`src/rtl/barrel_pkg.sv`:
```
// Shared constants and types for the barrel-threaded fetch stage.
// Every thread starts at RESET_PC; bubbles carry the canonical NOP.
package barrel_pkg;

  localparam int          ADDRESS_WIDTH = 32;
  localparam int          DATA_WIDTH    = 32;
  localparam int          BITS_THREADS  = 3;
  localparam int          NUM_THREADS   = 2 ** BITS_THREADS;
  localparam logic [31:0] RESET_PC      = 32'h0000_0000;
  localparam logic [31:0] NOP_INSTR     = 32'h0000_0013;

  typedef logic [BITS_THREADS-1:0] tid_t;

endpackage

```
`src/rtl/rr_next_thread.sv`:
```
// Round-robin successor: next enabled thread strictly after cur.
// The mask is rotated, priority-encoded, then the offset is added back.
module rr_next_thread #(
  parameter  int BITS = barrel_pkg::BITS_THREADS,
  localparam int N    = 2 ** BITS
) (
  input  logic [BITS-1:0] cur,
  input  logic [N-1:0]    en,
  output logic [BITS-1:0] next,
  output logic            any
);

  logic [2*N-1:0] dbl;
  logic [N-1:0]   rot;
  logic [BITS-1:0] off;

  assign dbl = {en, en};
  assign any = |en;

  // rot[i] = en[(cur + 1 + i) mod N]
  always_comb begin
    rot = '0;
    for (int i = 0; i < N; i++) begin
      rot[i] = dbl[int'(cur) + 1 + i];
    end
  end

  always_comb begin
    off = '0;
    for (int i = N - 1; i >= 0; i--) begin
      if (rot[i]) off = BITS'(i);
    end
  end

  // Wraps naturally because N is a power of two.
  assign next = cur + BITS'(1) + off;

endmodule

```
`src/rtl/barrel_fetch.sv`:
```
// Barrel fetch stage: one PC per hardware thread, round-robin thread
// pick, combinational imem read, execute redirects into thread PCs.
module barrel_fetch #(
  parameter int                     ADDRESS_WIDTH = barrel_pkg::ADDRESS_WIDTH,
  parameter int                     DATA_WIDTH    = barrel_pkg::DATA_WIDTH,
  parameter int                     BITS_THREADS  = barrel_pkg::BITS_THREADS,
  parameter logic [ADDRESS_WIDTH-1:0] RESET_PC    = ADDRESS_WIDTH'(barrel_pkg::RESET_PC)
) (
  input  logic                       clk,
  input  logic                       rst,
  input  logic                       stall_i,
  input  logic [2**BITS_THREADS-1:0] thread_en_i,
  input  logic                       redirect_i,
  input  logic [BITS_THREADS-1:0]    redirect_tid_i,
  input  logic [ADDRESS_WIDTH-1:0]   redirect_pc_i,
  output logic [ADDRESS_WIDTH-1:0]   imem_addr_o,
  input  logic [DATA_WIDTH-1:0]      imem_rdata_i,
  output logic [ADDRESS_WIDTH-1:0]   pc_f_o,
  output logic [ADDRESS_WIDTH-1:0]   pc_plus4_f_o,
  output logic [DATA_WIDTH-1:0]      instr_f_o,
  output logic [BITS_THREADS-1:0]    tid_f_o,
  output logic                       valid_f_o
);

  import barrel_pkg::*;

  localparam int NT = 2 ** BITS_THREADS;

  logic [ADDRESS_WIDTH-1:0] pc_q [NT];
  logic [BITS_THREADS-1:0]  tid_q;
  logic [BITS_THREADS-1:0]  tid_next;
  logic                     any_en;
  logic [ADDRESS_WIDTH-1:0] cur_pc;
  logic [ADDRESS_WIDTH-1:0] pc_plus4;
  logic                     valid;

  rr_next_thread #(
    .BITS (BITS_THREADS)
  ) u_rr (
    .cur  (tid_q),
    .en   (thread_en_i),
    .next (tid_next),
    .any  (any_en)
  );

  assign cur_pc   = pc_q[tid_q];
  assign pc_plus4 = cur_pc + ADDRESS_WIDTH'(4);
  assign valid    = thread_en_i[tid_q];

  assign imem_addr_o  = cur_pc;
  assign pc_f_o       = cur_pc;
  assign pc_plus4_f_o = pc_plus4;
  assign tid_f_o      = tid_q;
  assign valid_f_o    = valid;
  assign instr_f_o    = valid ? imem_rdata_i
                              : DATA_WIDTH'(NOP_INSTR);

  // Redirect is written last so it beats the +4 of the same thread.
  always_ff @(posedge clk) begin
    if (rst) begin
      for (int t = 0; t < NT; t++) begin
        pc_q[t] <= RESET_PC;
      end
      tid_q <= '0;
    end else begin
      if (!stall_i) begin
        if (valid) pc_q[tid_q] <= pc_plus4;
        if (any_en) tid_q <= tid_next;
      end
      if (redirect_i) pc_q[redirect_tid_i] <= redirect_pc_i;
    end
  end

endmodule

```
`config.mk`:
```
export PLATFORM = sky130hd
export DESIGN_NAME = barrel_fetch
export DESIGN_NICKNAME = d
export VERILOG_FILES = /design/src/rtl/barrel_pkg.sv /design/src/rtl/rr_next_thread.sv /design/src/rtl/barrel_fetch.sv
export SDC_FILE = /design/constraint.sdc
export NUM_CORES = 1
export LEC_CHECK = 0
export CAP_MARGIN = 30
export CORE_MARGIN = 2
export CORE_UTILIZATION = 50
export DETAILED_ROUTE_END_ITERATION = 6
export PLACE_DENSITY = 0.74
export SYNTH_ARGS = -nofsm -noshare
export SYNTH_HDL_FRONTEND = slang
export SYNTH_SLANG_ARGS = --single-unit
```
`constraint.sdc`:
```
create_clock -name clk -period 4.23 [get_ports clk]
set_input_delay 0.6345 -clock clk [delete_from_list [all_inputs] [get_ports clk]]
set_output_delay 0.6345 -clock clk [all_outputs]
set_load 0.01 [all_outputs]
```
; After elaboration in Yosys (flattened, before gate mapping)
; Memory sizes are Yosys's and may differ from the RTL's. A register that Yosys moved wholly into a read port is not among the register bits.
; Index checks and enable logic that the tools add are counted.
[word_totals]
register_bits = 3
ramBits = 256
in_bits = 79
out_inout_bits = 132
word_cells = 79
n_memories = 1
[memory_table]
columns = name, depth, width, read_ports, rd_clocked_by_memory_dff, write_ports, line
row1 = pc_q, 8, 32, 1, 1, 8, barrel_fetch.sv:29  ; logic [ADDRESS_WIDTH-1:0] pc_q [NT];
[op_classes]
n_addsub = 11
n_lt_le_gt_ge = 9
n_mux = 52
bitwise_logic = 1
reduce_logical = 4
[ops]
columns = operator, n
row1 = "< comparator 32 x 6 -> 1 bit, second input constant", 8
row2 = "adder 32 x 4 -> 32 bit, second input constant", 4
row3 = "adder 32 x 3 -> 32 bit, second input constant", 3
row4 = 2-to-1 mux 32 bit, 3
row5 = OR reduction 32 bit, 2
row6 = 2-to-1 mux 3 bit, 12
row7 = "adder 32 x 2 -> 32 bit, second input constant", 1
row8 = binary-select mux 1 bit (select 4 bit), 8
row9 = 2-to-1 mux 1 bit, 28
row10 = OR reduction 8 bit, 1
row11 = "adder 3 x 1 -> 4 bit, second input constant", 1
row12 = "< comparator 3 x 4 -> 1 bit, second input constant", 1
row13 = "adder 3 x 1 -> 3 bit, second input constant", 1
row14 = adder 3 bit, 1
row15 = binary-select mux 1 bit (select 3 bit), 1
row16 = AND reduction 2 bit, 1
row17 = inverter 1 bit, 1

; Logic depth before layout (Yosys ltp)
[logic_depth]
ltp_word = 16
mapped_depth = 15

; By module
; From an unflattened synthesis, not the netlist that was laid out.
[hier_totals]
hier_cells = 1069
area_unflattened_um2 = 14866.8
[modules_own_cells]
columns = mod, n_inst, cells_each, area_per_inst_um2, seq_area_each_um2
row1 = barrel_fetch, 1, 1004, 14202.4, 7807.5
row2 = rr_next_thread, 1, 65, 664.4, 0.0

; Least setup slack after synthesis
; No wires, ideal clock.
[synth_path]
kind = reg-to-output
start = register with a tool-made name
end = output port pc_plus4_f_o[22]
arrival_time_ns = 3.400
t_required_ns = 3.595
setup_slack_ns = 0.196
stages_incl_launch_ff = 13
path_buffers = 4
cell_sequence = dfxtp_1 buf_6 buf_12 buf_8 mux4_2 mux2i_1 clkinv_1 ha_1 and3_1 buf_2 nand4_2 nor3_1 xor2_1
[synth_rtl]
columns = element, line
row1 = to (decl), barrel_fetch.sv:19  ; output logic [ADDRESS_WIDTH-1:0] pc_plus4_f_o,

==> flow_metrics.tcl <==
set metrics [dict create \
    outcome "completed" \
    die_w_um 174.6 \
    wl_per_cell_um 26.89 \
    regArea_um2 7815 \
    drtIter0Drc 1395 \
    ant_nets 0 \
    clk_latency_ns 0.53 \
    syn_area_um2 14560 \
    ys_seq_area_frac 0.5364 \
    endpoint_kind "primary output" \
    grt_pass1_wl_um 65000 \
    routed_wl_um 43640 \
    fin_skew_ns 0.01531 \
    fmax_mhz 241.1 \
    p_seq_frac 0.301 \
    grt_pass1_vias 10790 \
    r2r_start "tid_f_o[1]" \
    fin_ws_ns 0.08271 \
    row_count 62 \
    synthFlopType "edfxtp_1" \
    hold_class "reg2reg" \
    place_inst 1564 \
    place.gp.congestion 0.8087 \
    crit_path_start_kind "register" \
    clk_path_buf_depth 3 \
    grtUsageTotal 0.2821 \
    clk_pin_slew_ns 0.06 \
    clockPowerShare 0.220 \
    ios 211 \
    syn2layout_area_growth_pct 25.66 \
    cap_violations 0 \
    antenna_found_initial 2 \
    rsz0062_at_grt "yes" \
    p_int_mw 7.034 \
    comb_power_share 0.479 \
    final-setup-viol-count 0 \
    stdcell_count 1623 \
    ys_top_cells_by_area "edfxtp_1 (53%), a22o_1 (13%), mux4_2 (11%)" \
    hpwlAfterDp_um 26210 \
    worst_pin_slew_ns 0.6707 \
    post-route-drc-count 0 \
    htreeDepth 1 \
    utilization 0.6372 \
    syn_nets 1118 \
    design_area_um2 18290 \
    hold_viol 0 \
    relSlewSlack 0.5529 \
    async_flop_share 0 \
    postPlaceCellArea_um2 17170 \
    core-area_um2 28700 \
    syn_area_per_cell_um2 14.12 \
    netSwitchingFraction 0.3454 \
    hold_path_startpoint "tid_f_o[0]" \
    fin_nets 1305 \
    grt_start_max_net_pins 36 \
    synth_edf_count 256 \
    syn_inst 1031 \
    yosysTopAreaCell "edfxtp_1" \
    max-vdd-ir-drop_mv 0.3510 \
    post-place-ws_ns 0.1976 \
    cts_tree "built" \
    io_buffers 210 \
    setup_tns_ns 0 \
    clockRootBuffer "clkbuf_16" \
    layout_commonest_cell "edfxtp_1" \
    synth_seq_cells 262 \
    drt_pre_antenna_iters 6 \
    critical_path.max_fanout 8 \
    fillers 2067 \
    die_height_um 174.6 \
    grt_overflow 0 \
    multi_input_area_um2 6028 \
    finalCritPeriodShare 0.9804 \
    p_leak_nw 6.770 \
    required_ns 3.60 \
    numCtsBuffers 26 \
    period_minus_slack_ns 4.147 \
    die-area_um2 30490 \
    crit_type "reg2out" \
    via_per_inst 6.596 \
    ys_types 57 \
    ctsHoldBuffers 0 \
    cp.arrival_ns 3.51 \
    synth_top_area_frac 0.5282 \
    final_cell_mix "edfxtp_1 (256), a22o_1 (224), clkdlybuf4s50_1 (198), buf_4 (79), mux4_2 (72)" \
    vias 10710 \
    final_max_slew_viol_count 0 \
    ys_warn_count 0 \
    cts.sinks 262 \
    total_power_mw 10.74 \
    switchingPower_mw 3.711 \
    start_util 0.5071 \
    hold_slack_ns 0.7649 \
    p_per_area_nw_per_um2 587.5 \
    drive_above_1_share 0.2294 \
]
==> logic make-up (layout without fill, tap and decap cells) <==
family | after synthesis | after routing | synth area share
AO/OA/AOI/OAI | 281 | 281 | 0.1580
buffers and inverters | 168 | 375 | 0.06052
XOR/XNOR | 28 | 28 | 0.02553
AND/OR/NAND/NOR | 174 | 174 | 0.07066
multiplexers | 110 | 110 | 0.1415
flip-flops | 262 | 262 | 0.5364
adder cells (fa/ha/maj) | 8 | 8 | 0.007393
other | 0 | 1 | 0
==> flip-flops by register name, summed over array words and instances (netlist names), named ones only <==
name and cells:
tid_f_o 3, pc_q 256
==> layout make-up <==
class	instances	area share
antenna	1	0.0001368
clock buffer	33	0.03817
clock inverter	15	0.009098
inverter	22	0.004515
multi-input combinational	601	0.3296
sequential	262	0.4273
tap	384	0.02627
timing repair buffer	305	0.1649
==> critical path, cell delays in order (launching register included) <==
cell and delay, ns:
dfxtp_4 0.42, buf_6 0.18, mux4_2 0.50, mux2i_1 0.26, inv_1 0.14, and4_1 0.28
nand4_2 0.17, buf_8 0.18, nor3_2 0.07, xnor2_2 0.20, clkdlybuf4s50_1 0.58
==> cells in the mapped netlist, types with 14 or more instances <==
master,number
mux4_2,72
mux2i_1,18
buf_1,46
nor2_1,16
buf_4,40
o21ai_0,35
inv_1,20
clkbuf_1,39
a22o_1,224
nand2_1,65
edfxtp_1,256
buf_2,14
mux2_2,17
nor2b_1,29
==> power by group through the flow <==
| stage | combinational [mW] | sequential [mW] | clock, mW |
|---|---|---|---|
| 3_5_place_dp | 4.93 | 3.30 | 0 |
| 5_1_grt | 5.47 | 3.25 | 2.46 |
| 2_1_floorplan | 2.90 | 3.22 | 0 |
| 6_report | 5.14 | 3.23 | 2.37 |
| 4_1_cts | 5.07 | 3.23 | 2.37 |
| 3_3_place_gp | 4.87 | 3.29 | 0 |
==> final timing paths <==
check                                         to  slack [ns]  depth (start not counted)
worst min register to register          register        0.76                          3
worst max register to register          register        0.80                         13
worst min-delay path                    register        0.76                          3
worst max-delay path            pc_plus4_f_o[19]        0.08                         10
==> metal layers <==
metal / vias up / track usage / routed length, um
met5: - / 0.003205 / 13
met4: 2 / 0.07569 / 1162
met3: 114 / 0.06832 / 5599
met2: 835 / 0.4519 / 20490
met1: 5292 / 0.3892 / 16370
li1: 4463 / - / -
==> what timing repair did <==
item                       4_1_cts  5_1_grt
resized for setup               26       20
gates cloned                     1        0
setup buffers                    6        3
pin swaps                        5        1
setup endpoints to repair       22       17
No activity file was read; power rests on OpenSTA's default activity.
